<file path="src/rtl/segment_transition_pkg.sv">
// Shared types for segment playback: transition mode codes and the playback state.
// Pure declarations; no timing or flow-control behaviour.
package segment_transition_pkg;

  typedef enum logic [7:0] {
    TRANSITION_MODE_SYNC_IDX  = 8'h00,
    TRANSITION_MODE_SYS_TIME  = 8'h01,
    TRANSITION_MODE_GPIO      = 8'h02,
    TRANSITION_MODE_IMMEDIATE = 8'hFF
  } transition_mode_t;

  typedef enum logic [1:0] {
    PLAY,
    WAIT,
    FINITE,
    HALT
  } seg_state_t;

  function automatic logic mode_is_defined(input logic [7:0] code);
    return (code == TRANSITION_MODE_SYNC_IDX)  || (code == TRANSITION_MODE_SYS_TIME) ||
           (code == TRANSITION_MODE_GPIO)      || (code == TRANSITION_MODE_IMMEDIATE);
  endfunction

endpackage

</file>
<file path="src/rtl/segment_transition_trigger.sv">
// Evaluates the pending request's wait condition into a single combinational switch pulse.
// Zero latency (only the GPIO history is registered); no backpressure.
module transition_trigger
  import segment_transition_pkg::*;
#(
  parameter int  GPIO_WIDTH = 4,
  localparam int GSEL_W     = (GPIO_WIDTH > 1) ? $clog2(GPIO_WIDTH) : 1
) (
  input  logic                  clk_i,
  input  logic                  rst_ni,
  input  logic                  wait_i,
  input  transition_mode_t      mode_i,
  input  logic [63:0]           value_i,
  input  logic                  step_i,
  input  logic                  idx_last_i,
  input  logic [63:0]           sys_time_i,
  input  logic [GPIO_WIDTH-1:0] gpio_i,
  output logic                  switch_o
);

  logic [GPIO_WIDTH-1:0] gpio_q;
  logic [GSEL_W-1:0]     gpio_sel;
  logic                  gpio_rise;

  always_ff @(posedge clk_i or negedge rst_ni) begin
    if (!rst_ni) gpio_q <= '0;
    else         gpio_q <= gpio_i;
  end

  assign gpio_sel  = value_i[GSEL_W-1:0];
  assign gpio_rise = gpio_i[gpio_sel] & ~gpio_q[gpio_sel];

  always_comb begin
    switch_o = 1'b0;
    if (wait_i) begin
      case (mode_i)
        TRANSITION_MODE_SYNC_IDX: switch_o = step_i & idx_last_i;
        TRANSITION_MODE_SYS_TIME: switch_o = (sys_time_i >= value_i);
        TRANSITION_MODE_GPIO:     switch_o = gpio_rise;
        default:                  switch_o = 1'b0;
      endcase
    end
  end

endmodule

</file>
<file path="src/rtl/segment_transition.sv">
// Sequences sample indices through playback segments and switches segment on a timed/triggered request.
// Switch lands one cycle after its condition; all outputs registered; no backpressure.
module segment_transition
  import segment_transition_pkg::*;
#(
  parameter int  NUM_SEGMENT = 4,
  parameter int  IDX_WIDTH   = 16,
  parameter int  REP_WIDTH   = 16,
  parameter int  GPIO_WIDTH  = 4,
  localparam int SEG_W       = $clog2(NUM_SEGMENT)
) (
  input  logic                                  CLK,
  input  logic                                  RST_N,
  input  logic                                  UPDATE,
  input  logic [SEG_W-1:0]                      REQ_SEGMENT,
  input  logic [7:0]                            TRANSITION_MODE,
  input  logic [63:0]                           TRANSITION_VALUE,
  input  logic [NUM_SEGMENT-1:0][IDX_WIDTH-1:0] CYCLE,
  input  logic [NUM_SEGMENT-1:0][REP_WIDTH-1:0] REP,
  input  logic                                  STEP,
  input  logic [63:0]                           SYS_TIME,
  input  logic [GPIO_WIDTH-1:0]                 GPIO_IN,
  output logic [SEG_W-1:0]                      SEGMENT,
  output logic [IDX_WIDTH-1:0]                  IDX,
  output logic                                  PENDING,
  output logic                                  STOP,
  output logic                                  REQ_ERR
);

  localparam logic [IDX_WIDTH-1:0] IDX_ONE = IDX_WIDTH'(1);
  localparam logic [REP_WIDTH-1:0] REP_ONE = REP_WIDTH'(1);

  seg_state_t             state_q, state_d;
  logic [SEG_W-1:0]       seg_q, seg_d, tseg_q, tseg_d, new_seg;
  logic [IDX_WIDTH-1:0]   idx_q, idx_d, cycle_len;
  logic [REP_WIDTH-1:0]   loop_q, loop_d;
  logic                   pend_q, pend_d, stop_q, stop_d, err_q, err_d;
  transition_mode_t       mode_q, mode_d;
  logic [63:0]            value_q, value_d;
  logic                   idx_last, req_ok, trig_switch, do_switch;

  assign cycle_len = (CYCLE[seg_q] == '0) ? IDX_ONE : CYCLE[seg_q];
  assign idx_last  = (idx_q >= cycle_len - IDX_ONE);
  assign req_ok    = (int'(REQ_SEGMENT) < NUM_SEGMENT) && mode_is_defined(TRANSITION_MODE);

  transition_trigger #(.GPIO_WIDTH(GPIO_WIDTH)) u_trigger (
    .clk_i      (CLK),
    .rst_ni     (RST_N),
    .wait_i     (state_q == WAIT),
    .mode_i     (mode_q),
    .value_i    (value_q),
    .step_i     (STEP),
    .idx_last_i (idx_last),
    .sys_time_i (SYS_TIME),
    .gpio_i     (GPIO_IN),
    .switch_o   (trig_switch)
  );

  always_comb begin
    state_d   = state_q;
    seg_d     = seg_q;
    idx_d     = idx_q;
    loop_d    = loop_q;
    pend_d    = pend_q;
    stop_d    = stop_q;
    err_d     = 1'b0;
    tseg_d    = tseg_q;
    mode_d    = mode_q;
    value_d   = value_q;
    do_switch = 1'b0;
    new_seg   = tseg_q;

    if (STEP && state_q != HALT) begin
      if (!idx_last) begin
        idx_d = idx_q + IDX_ONE;
      end else if (state_q == FINITE && loop_q == REP[seg_q]) begin
        // Last loop done: freeze on the final sample rather than wrapping.
        state_d = HALT;
        stop_d  = 1'b1;
      end else begin
        idx_d = '0;
        if (state_q == FINITE) loop_d = loop_q + REP_ONE;
      end
    end

    if (UPDATE) begin
      if (!req_ok) begin
        err_d = 1'b1;
      end else if (TRANSITION_MODE == TRANSITION_MODE_IMMEDIATE) begin
        do_switch = 1'b1;
        new_seg   = REQ_SEGMENT;
      end else begin
        state_d = WAIT;
        pend_d  = 1'b1;
        tseg_d  = REQ_SEGMENT;
        mode_d  = transition_mode_t'(TRANSITION_MODE);
        value_d = TRANSITION_VALUE;
      end
    end else if (trig_switch) begin
      do_switch = 1'b1;
    end

    // A switch overrides any step taken in the same cycle.
    if (do_switch) begin
      seg_d   = new_seg;
      idx_d   = '0;
      loop_d  = '0;
      pend_d  = 1'b0;
      stop_d  = 1'b0;
      state_d = (&REP[new_seg]) ? PLAY : FINITE;
    end
  end

  always_ff @(posedge CLK or negedge RST_N) begin
    if (!RST_N) begin
      state_q <= PLAY;
      seg_q   <= '0;
      idx_q   <= '0;
      loop_q  <= '0;
      pend_q  <= 1'b0;
      stop_q  <= 1'b0;
      err_q   <= 1'b0;
      tseg_q  <= '0;
      mode_q  <= TRANSITION_MODE_SYNC_IDX;
      value_q <= '0;
    end else begin
      state_q <= state_d;
      seg_q   <= seg_d;
      idx_q   <= idx_d;
      loop_q  <= loop_d;
      pend_q  <= pend_d;
      stop_q  <= stop_d;
      err_q   <= err_d;
      tseg_q  <= tseg_d;
      mode_q  <= mode_d;
      value_q <= value_d;
    end
  end

  assign SEGMENT = seg_q;
  assign IDX     = idx_q;
  assign PENDING = pend_q;
  assign STOP    = stop_q;
  assign REQ_ERR = err_q;

endmodule

</file>
<file path="config.mk">
export PLATFORM = sky130hd
export DESIGN_NAME = segment_transition
export DESIGN_NICKNAME = d
export VERILOG_FILES = /design/src/rtl/segment_transition_pkg.sv /design/src/rtl/segment_transition_trigger.sv /design/src/rtl/segment_transition.sv
export SDC_FILE = /design/constraint.sdc
export NUM_CORES = 1
export LEC_CHECK = 0
export ABC_AREA = 1
export BUFFER_PORTS_ARGS = -buffer_cell sky130_fd_sc_hd__buf_4
export CORE_ASPECT_RATIO = 1.25
export CORE_MARGIN = 3
export CORE_UTILIZATION = 25
export CTS_BUF_LIST = sky130_fd_sc_hd__clkbuf_8
export DETAILED_ROUTE_END_ITERATION = 7
export PLACE_DENSITY_LB_ADDON = 0.2
export SETUP_SLACK_MARGIN = 0.05
export SYNTH_ARGS = -nofsm -noshare
export SYNTH_HDL_FRONTEND = slang
export SYNTH_SLANG_ARGS = --single-unit
</file>
<file path="constraint.sdc">
create_clock -name CLK -period 8.3 [get_ports CLK]
set_input_delay 0.83 -clock CLK [delete_from_list [all_inputs] [get_ports CLK]]
set_output_delay 0.83 -clock CLK [all_outputs]
set_load 0.02 [all_outputs]
</file>
* Word-level counts from Yosys, hierarchy flattened
Index checks and enable logic that the tools add are counted. W data, S select, Z words.
Word-level totals: register bits after elaboration 117, input bits 274, output and inout port bits 21, logic and storage cells 102
Operators by class: muxes and demuxes 47, reduce and logical (&&, ||, !) cells 20, add/sub/neg operators 3, equal/unequal tests 12, bitwise logic cells 4, magnitude comparators 5
Operator list (count):
- $mux W16 | 13
- $bmux W16 S2 | 3
- $ge A64 B64 Y1 | 1
- $add A16 B1 Y16 const B | 2
- $mux W2 | 11
- $mux W1 | 17
- $eq A16 B16 Y1 | 1
- $eq A8 B1 Y1 const B | 2
- $eq A8 B2 Y1 const B | 2
- $ge A16 B16 Y1 | 1
- $logic_not A16 Y1 | 1
- $logic_not A8 Y1 | 2
- $reduce_and A16 Y1 | 1
- $sub A16 B1 Y16 const B | 1
- $reduce_bool A2 Y1 | 6
- $lt A2 B3 Y1 const B | 3
- $reduce_and A3 Y1 | 3
- $eq A8 B8 Y1 const B | 1
- $ne A2 B2 Y1 const B | 3
- $bmux W1 S2 | 2
- $reduce_and A4 Y1 | 1
- $logic_or A1 B1 Y1 | 3
- $ne A3 B3 Y1 const B | 1
- $pmux W1 S3 | 1
- 6 further kinds | 9

* Longest topological paths before layout
word-level depth 13, mapped depth 34, depth with buffers taken out 30

* By module
Synthesis repeated with hierarchy kept, for this count alone.
Second synthesis, totals: cells, all modules 1297, area total of the unflattened synthesis 9510.4 um2
Modules (own cells, without submodules):
- segment_transition | area an instance 7571.0 um2, sequential area each 2827.7 um2, instances 1, cells each 991
- transition_trigger | area an instance 1939.4 um2, sequential area each 100.1 um2, instances 1, cells each 306

* Worst setup path before layout
OpenSTA, ideal clock, no wires.
path type input -> register, start point input CYCLE[20] in the netlist's numbering, end point register pend_q, in the netlist PENDING, arrival time 3943 ps, buffers on the path 1, path slack 4225 ps, library setup time 133 ps, required time 8167 ps, stages on the path 26, cell sequence a21oi_1 > o21ai_0 > nand2_1 > nand2_1 > nor2_2 > nand3_1 > o21ai_2 > inv_2 > ha_1 > and3_1 > nand3b_1 > a21oi_2 > and2_1 > o21ai_1 > inv_1 > ha_1 > nand3_1 > nor3_1 > nand3_1 > nand3_1 > nand4_1 > nand3_1 > nand2_2 > nand2_1 > buf_2 > a21oi_1
Between the ends: cells in the longest elaborated chain, start to end 13, elaborated cells on any way between the ends 16, those cells by class add/sub: 1; order compare: 1; eq/ne: 1; mux: 8; bitwise: 1; reduce/logical: 4
RTL lines:
- start: declaration | line segment_transition.sv:18 | input logic [NUM_SEGMENT-1:0][IDX_WIDTH-1:0] CYCLE,
- $bmux W16 S2 * | line segment_transition.sv:42 | assign cycle_len = (CYCLE[seg_q] == '0) ? IDX_ONE : CYCLE[seg_q];
- $mux W16 (not written as such) * | line segment_transition.sv:42
- $logic_not A16 Y1 | line segment_transition.sv:42
- $mux W16 * | line segment_transition.sv:42
- $sub A16 B1 Y16 * | line segment_transition.sv:43 | assign idx_last = (idx_q >= cycle_len - IDX_ONE);
- $ge A16 B16 Y1 * | line segment_transition.sv:43
- $and A1 B1 Y1 * | line segment_transition_trigger.sv:37 | TRANSITION_MODE_SYNC_IDX: switch_o = step_i & idx_last_i;
- $pmux W1 S3 * | line segment_transition_trigger.sv:36 | case (mode_i)
- $mux W1 * | line segment_transition_trigger.sv:35 | if (wait_i) begin
- $mux W1 * | line segment_transition.sv:99 | end else if (trig_switch) begin
- $mux W1 * | line segment_transition.sv:86 | if (UPDATE) begin
- $ne A2 B2 Y1 (no line) or $reduce_bool A2 Y1 (tied branches)
- $reduce_and A3 Y1 (no line)
- end signal: assignment | line segment_transition.sv:131 | pend_q <= pend_d;
- end: declaration | line segment_transition.sv:37 | logic pend_q, pend_d, stop_q, stop_d, err_q, err_d;
Mark *: on every way between the ends. The rest lies on a longest branch, timed or not. The select of a mux whose other input is x is not followed. A chain may end at the register's enable or synchronous reset.

* Worst setup path after layout
start point register seg_q[0], in the netlist SEGMENT[0], end point register loop_q[0]
Between the ends: cells in the longest elaborated chain, start to end 13, elaborated cells on any way between the ends 21, those cells by class add/sub: 1; order compare: 1; eq/ne: 2; mux: 10; bitwise: 1; reduce/logical: 6
RTL lines:
- start: declaration | line segment_transition.sv:34 | logic [SEG_W-1:0] seg_q, seg_d, tseg_q, tseg_d, new_seg;
- start signal: assignment | line segment_transition.sv:128 | seg_q <= seg_d;
- $bmux W16 S2 | line segment_transition.sv:42
- $mux W16 (not written as such) | line segment_transition.sv:42
- $logic_not A16 Y1 | line segment_transition.sv:42
- $mux W16 | line segment_transition.sv:42
- $sub A16 B1 Y16 | line segment_transition.sv:43
- $ge A16 B16 Y1 | line segment_transition.sv:43
- $and A1 B1 Y1 | line segment_transition_trigger.sv:37
- $pmux W1 S3 | line segment_transition_trigger.sv:36
- $mux W1 | line segment_transition_trigger.sv:35
- $mux W1 | line segment_transition.sv:99
- $mux W1 | line segment_transition.sv:86
- $ne A2 B2 Y1 (no line) or $reduce_bool A2 Y1 (tied branches)
- $reduce_and A4 Y1 (no line)
- end signal: assignment | line segment_transition.sv:130 | loop_q <= loop_d;
- end: declaration | line segment_transition.sv:36 | logic [REP_WIDTH-1:0] loop_q, loop_d;
Parallel ways exist; a longest one is shown, timed or not. The select of a mux whose other input is x is not followed.

==> out/qor.csv <==
stage;metric;value;unit
critical_path;worstPathArrival;5.87;ns
floorplan;row_count;76;
detailed_routing;wire_per_inst;14.9;um
finish;seqCellArea;0.00293;mm^2
cts;cts_buffers;17;
timing;hold_violations;0;
outcome;status;finished clean;
critical_path;critPathRequiredTime;8.64;ns
finish;final_cell_area;0.0118;mm^2
timing;slew_viol_final;0;
floorplan;pin_count;295;
timing;fin_worst_skew;0.0156;ns
synthesis;synth_top_cell_area_share;0.328;
detailed_routing;routed_via_density;4.55;
synthesis;async_flop_share;1.00;
synthesis;synth.avg_cell_area;7.06;um^2
synthesis;yosys_warnings;0;
synthesis;synth_edf_count;0;
cts;cts-root-buf;clkbuf_8;
finish;area_delta_synth_final;32.3;%
synthesis;syn_nets;1619;
synthesis;yosysTopAreaCell;dfrtp_1;
pwr;p_seq_frac;0.370;
grt;antenna_found_initial;1;
synthesis;seq_area_frac_synth;0.328;
floorplan;die_w;175;um
place;hpwl;23.9;mm
synthesis;syn-cell-area;0.00891;mm^2
synthesis;synth_cells;1262;
timing;tightest_slew;1.14;ns
pwr;switching_share;0.367;
detailed_routing;drc;0;
cts;clk_latency;0.44;ns
pwr;intPower;1190;uW
critical_path;start_kind;flip-flop;
timing;slew-limit-headroom;0.234;
worst_hold_path;hold_class;flip-flop to flip-flop;
timing;fin_crit;5.53;ns
pwr;vdd_drop_max;86.7;uV
cts;path_clk_slew;0.07;ns
pwr;total_power;1880;uW
finish;final_util;0.339;
pwr;clkPwrFrac;0.261;
synthesis;synth-seq-cells;117;
place;place_area;0.0114;mm^2
cts;ctsHoldBuffers;0;
critical_path;crit_type;flip-flop to flip-flop;
timing;grt_setup_unrepaired;no;
pwr;power.switching;688;uW
grt;grt_pass1_vias;9186;
place;io_buffers;294;
detailed_routing;drt-total-wl;29.9;mm
timing;holdWs;0.466;ns
cts;clock_path_buffers;2;
flow_run;cap_viol_max_count;0;
grt;overflow;0;
grt;grt_start_max_net_pins;100;
cts;h-tree-depth;4;
detailed_routing;drt-pass1-iter-count;5;
synthesis;synth.area.top_cells;dfrtp_1 33%, nand2_1 13%, ha_1 12%;
finish;fillCellCount;3897;
place;place.gp.congestion;0.845;
finish;layout.nets;1887;
pwr;power.density;159;mW/mm^2
critical_path;path_max_fanout;72;
finish;multi_input_area;0.00511;mm^2
timing;max_freq;181;MHz
grt;grt_pass1_wl;47.4;mm
cts;cts_tree;built;
critical_path;max_stage_delay;0.64;ns
timing;min_period_over_period;0.666;
critical_path;path_common_cell;nand3_1;
cts;post_cts_buffers;0;
pwr;combPwrFrac;0.369;
detailed_routing;vias;9139;
timing;setup_viol;0;
timing;fin_tns_setup;0;ns
floorplan;start_util;0.256;
cts;cts.sink_count;117;
cts;cts_resized;0;
synthesis;synth.distinct_cells;40;
synthesis;synth_ff_type;dfrtp_1;
finish;drive_gt1_frac;0.227;
finish;antennaDiodeCount;0;
floorplan;core_area;0.0348;mm^2
critical_path;slowest_stage;nand2_1;
floorplan;dieArea;0.0380;mm^2
floorplan;die_y;217;um
grt;grt_use_total;0.157;
critical_path;crit_path_end_kind;flip-flop;
detailed_routing;drt_iter0_drc;362;
detailed_routing;ant_nets;0;
pwr;power.leakage;0.00642;uW
## cell usage in the layout, fill, tap and decap left out, types with 2 or more instances in the layout
cell type | Yosys | final
o221ai_1 | 2 | 2
xor2_1 | 21 | 21
nor4_1 | 3 | 3
o41ai_1 | 4 | 4
clkbuf_8 | 0 | 21
a21o_1 | 2 | 2
o21bai_1 | 2 | 2
xnor2_1 | 12 | 12
nor2_1 | 163 | 163
a21oi_2 | 2 | 2
o21ai_1 | 13 | 13
nor3_2 | 3 | 3
nand2_1 | 301 | 301
o22a_2 | 3 | 3
a21oi_1 | 108 | 108
nor2_2 | 4 | 4
nand3b_1 | 2 | 2
clkinv_2 | 0 | 4
inv_1 | 147 | 150
nand3_1 | 82 | 81
nor3_1 | 14 | 14
ha_1 | 83 | 83
o21ai_0 | 40 | 40
dfrtp_1 | 117 | 116
nand4_1 | 62 | 62
inv_2 | 4 | 4
buf_4 | 4 | 299
nand2_2 | 4 | 4
o22a_1 | 6 | 6
## power groups by stage
stage | Combinational (uW) | Clock, uW | Sequential, uW
2_1_floorplan | 451 | 0 | 705
3_3_place_gp | 699 | 0 | 705
3_5_place_dp | 702 | 0 | 706
4_1_cts | 705 | 515 | 695
5_1_grt | 799 | 540 | 704
6_report | 692 | 489 | 693
## cells by family after synthesis
kind of cell | after synthesis | synth area share
AND/OR/NAND/NOR | 641 | 0.308
buffers and inverters | 202 | 0.0999
AO/OA/AOI/OAI | 186 | 0.115
flip-flops | 117 | 0.328
adder cells (fa/ha/maj) | 83 | 0.116
XOR/XNOR | 33 | 0.0324
## through the flow
stage          instances  setup WS [ns]
3_5_place_dp        1979           2.75
5_1_grt             2008           2.02
3_3_place_gp        1979           2.83
2_1_floorplan       1262           4.22
4_1_cts             2008           2.71
6_report            2008           2.77
## final cells by class
cell class | instances | share of cell area
clock buffers | 21 | 0.0245
well taps | 468 | 0.0496
clock inverters | 8 | 0.00520
repair buffers | 299 | 0.190
multi-input cells | 943 | 0.433
flip-flops and latches | 117 | 0.248
inverters | 152 | 0.0488
## synth_stat cells (all sizes together), types with 2 or more instances
cell and n:
a21o 2, nor3 17, dfrtp 117, a21oi 110, nor4 3, o221ai 2, xnor2 12, nand4 62
xor2 21, ha 83, o22a 9, nand3 83, clkbuf 18, nand2 305, buf 32, o41ai 4
inv 152, nand3b 2, o21ai 54, nor2 167, o21bai 2
## routing by layer
layer | global-route usage | vias up | wire length, um | part of all wire
met5 | 0 | - | 7 | 0.00023
met4 | 0.0532 | 2 | 681 | 0.023
met3 | 0.0508 | 41 | 2520 | 0.084
met2 | 0.270 | 308 | 14300 | 0.48
met1 | 0.183 | 4108 | 12300 | 0.41
li1 | - | 4680 | - | -
## worst max-delay path, delay by kind of cell (launching register included)
family	cells	cell delay (ns)
simple gates	13	2.82
compound gates	6	0.93
buf+inv	4	0.72
fa+ha+maj	2	0.51
flops	1	0.40
## worst paths after layout
path	startpoint	endpoint	slack, ns	cells past startpoint
worst max-delay path	SEGMENT[0]	loop_q[0]	2.77	25
worst min-delay path	mode_q[2]	mode_q[2]	0.47	2
worst max register to register	SEGMENT[0]	loop_q[0]	2.77	25
worst min register to register	mode_q[2]	mode_q[2]	0.47	2
max in group asynchronous	RST_N	value_q[6]	6.48	2
min in group asynchronous	RST_N	value_q[50]	0.50	1
## flip-flops by register name, summed over array words and instances (netlist names)
name and flops:
u_trigger.gpio_q 4, IDX 16, tseg_q 2, PENDING 1, loop_q 16, state_q 2, STOP 1, REQ_ERR 1
mode_q 8, value_q 64, SEGMENT 2
Note: power is estimated with default switching activity, not from simulation.
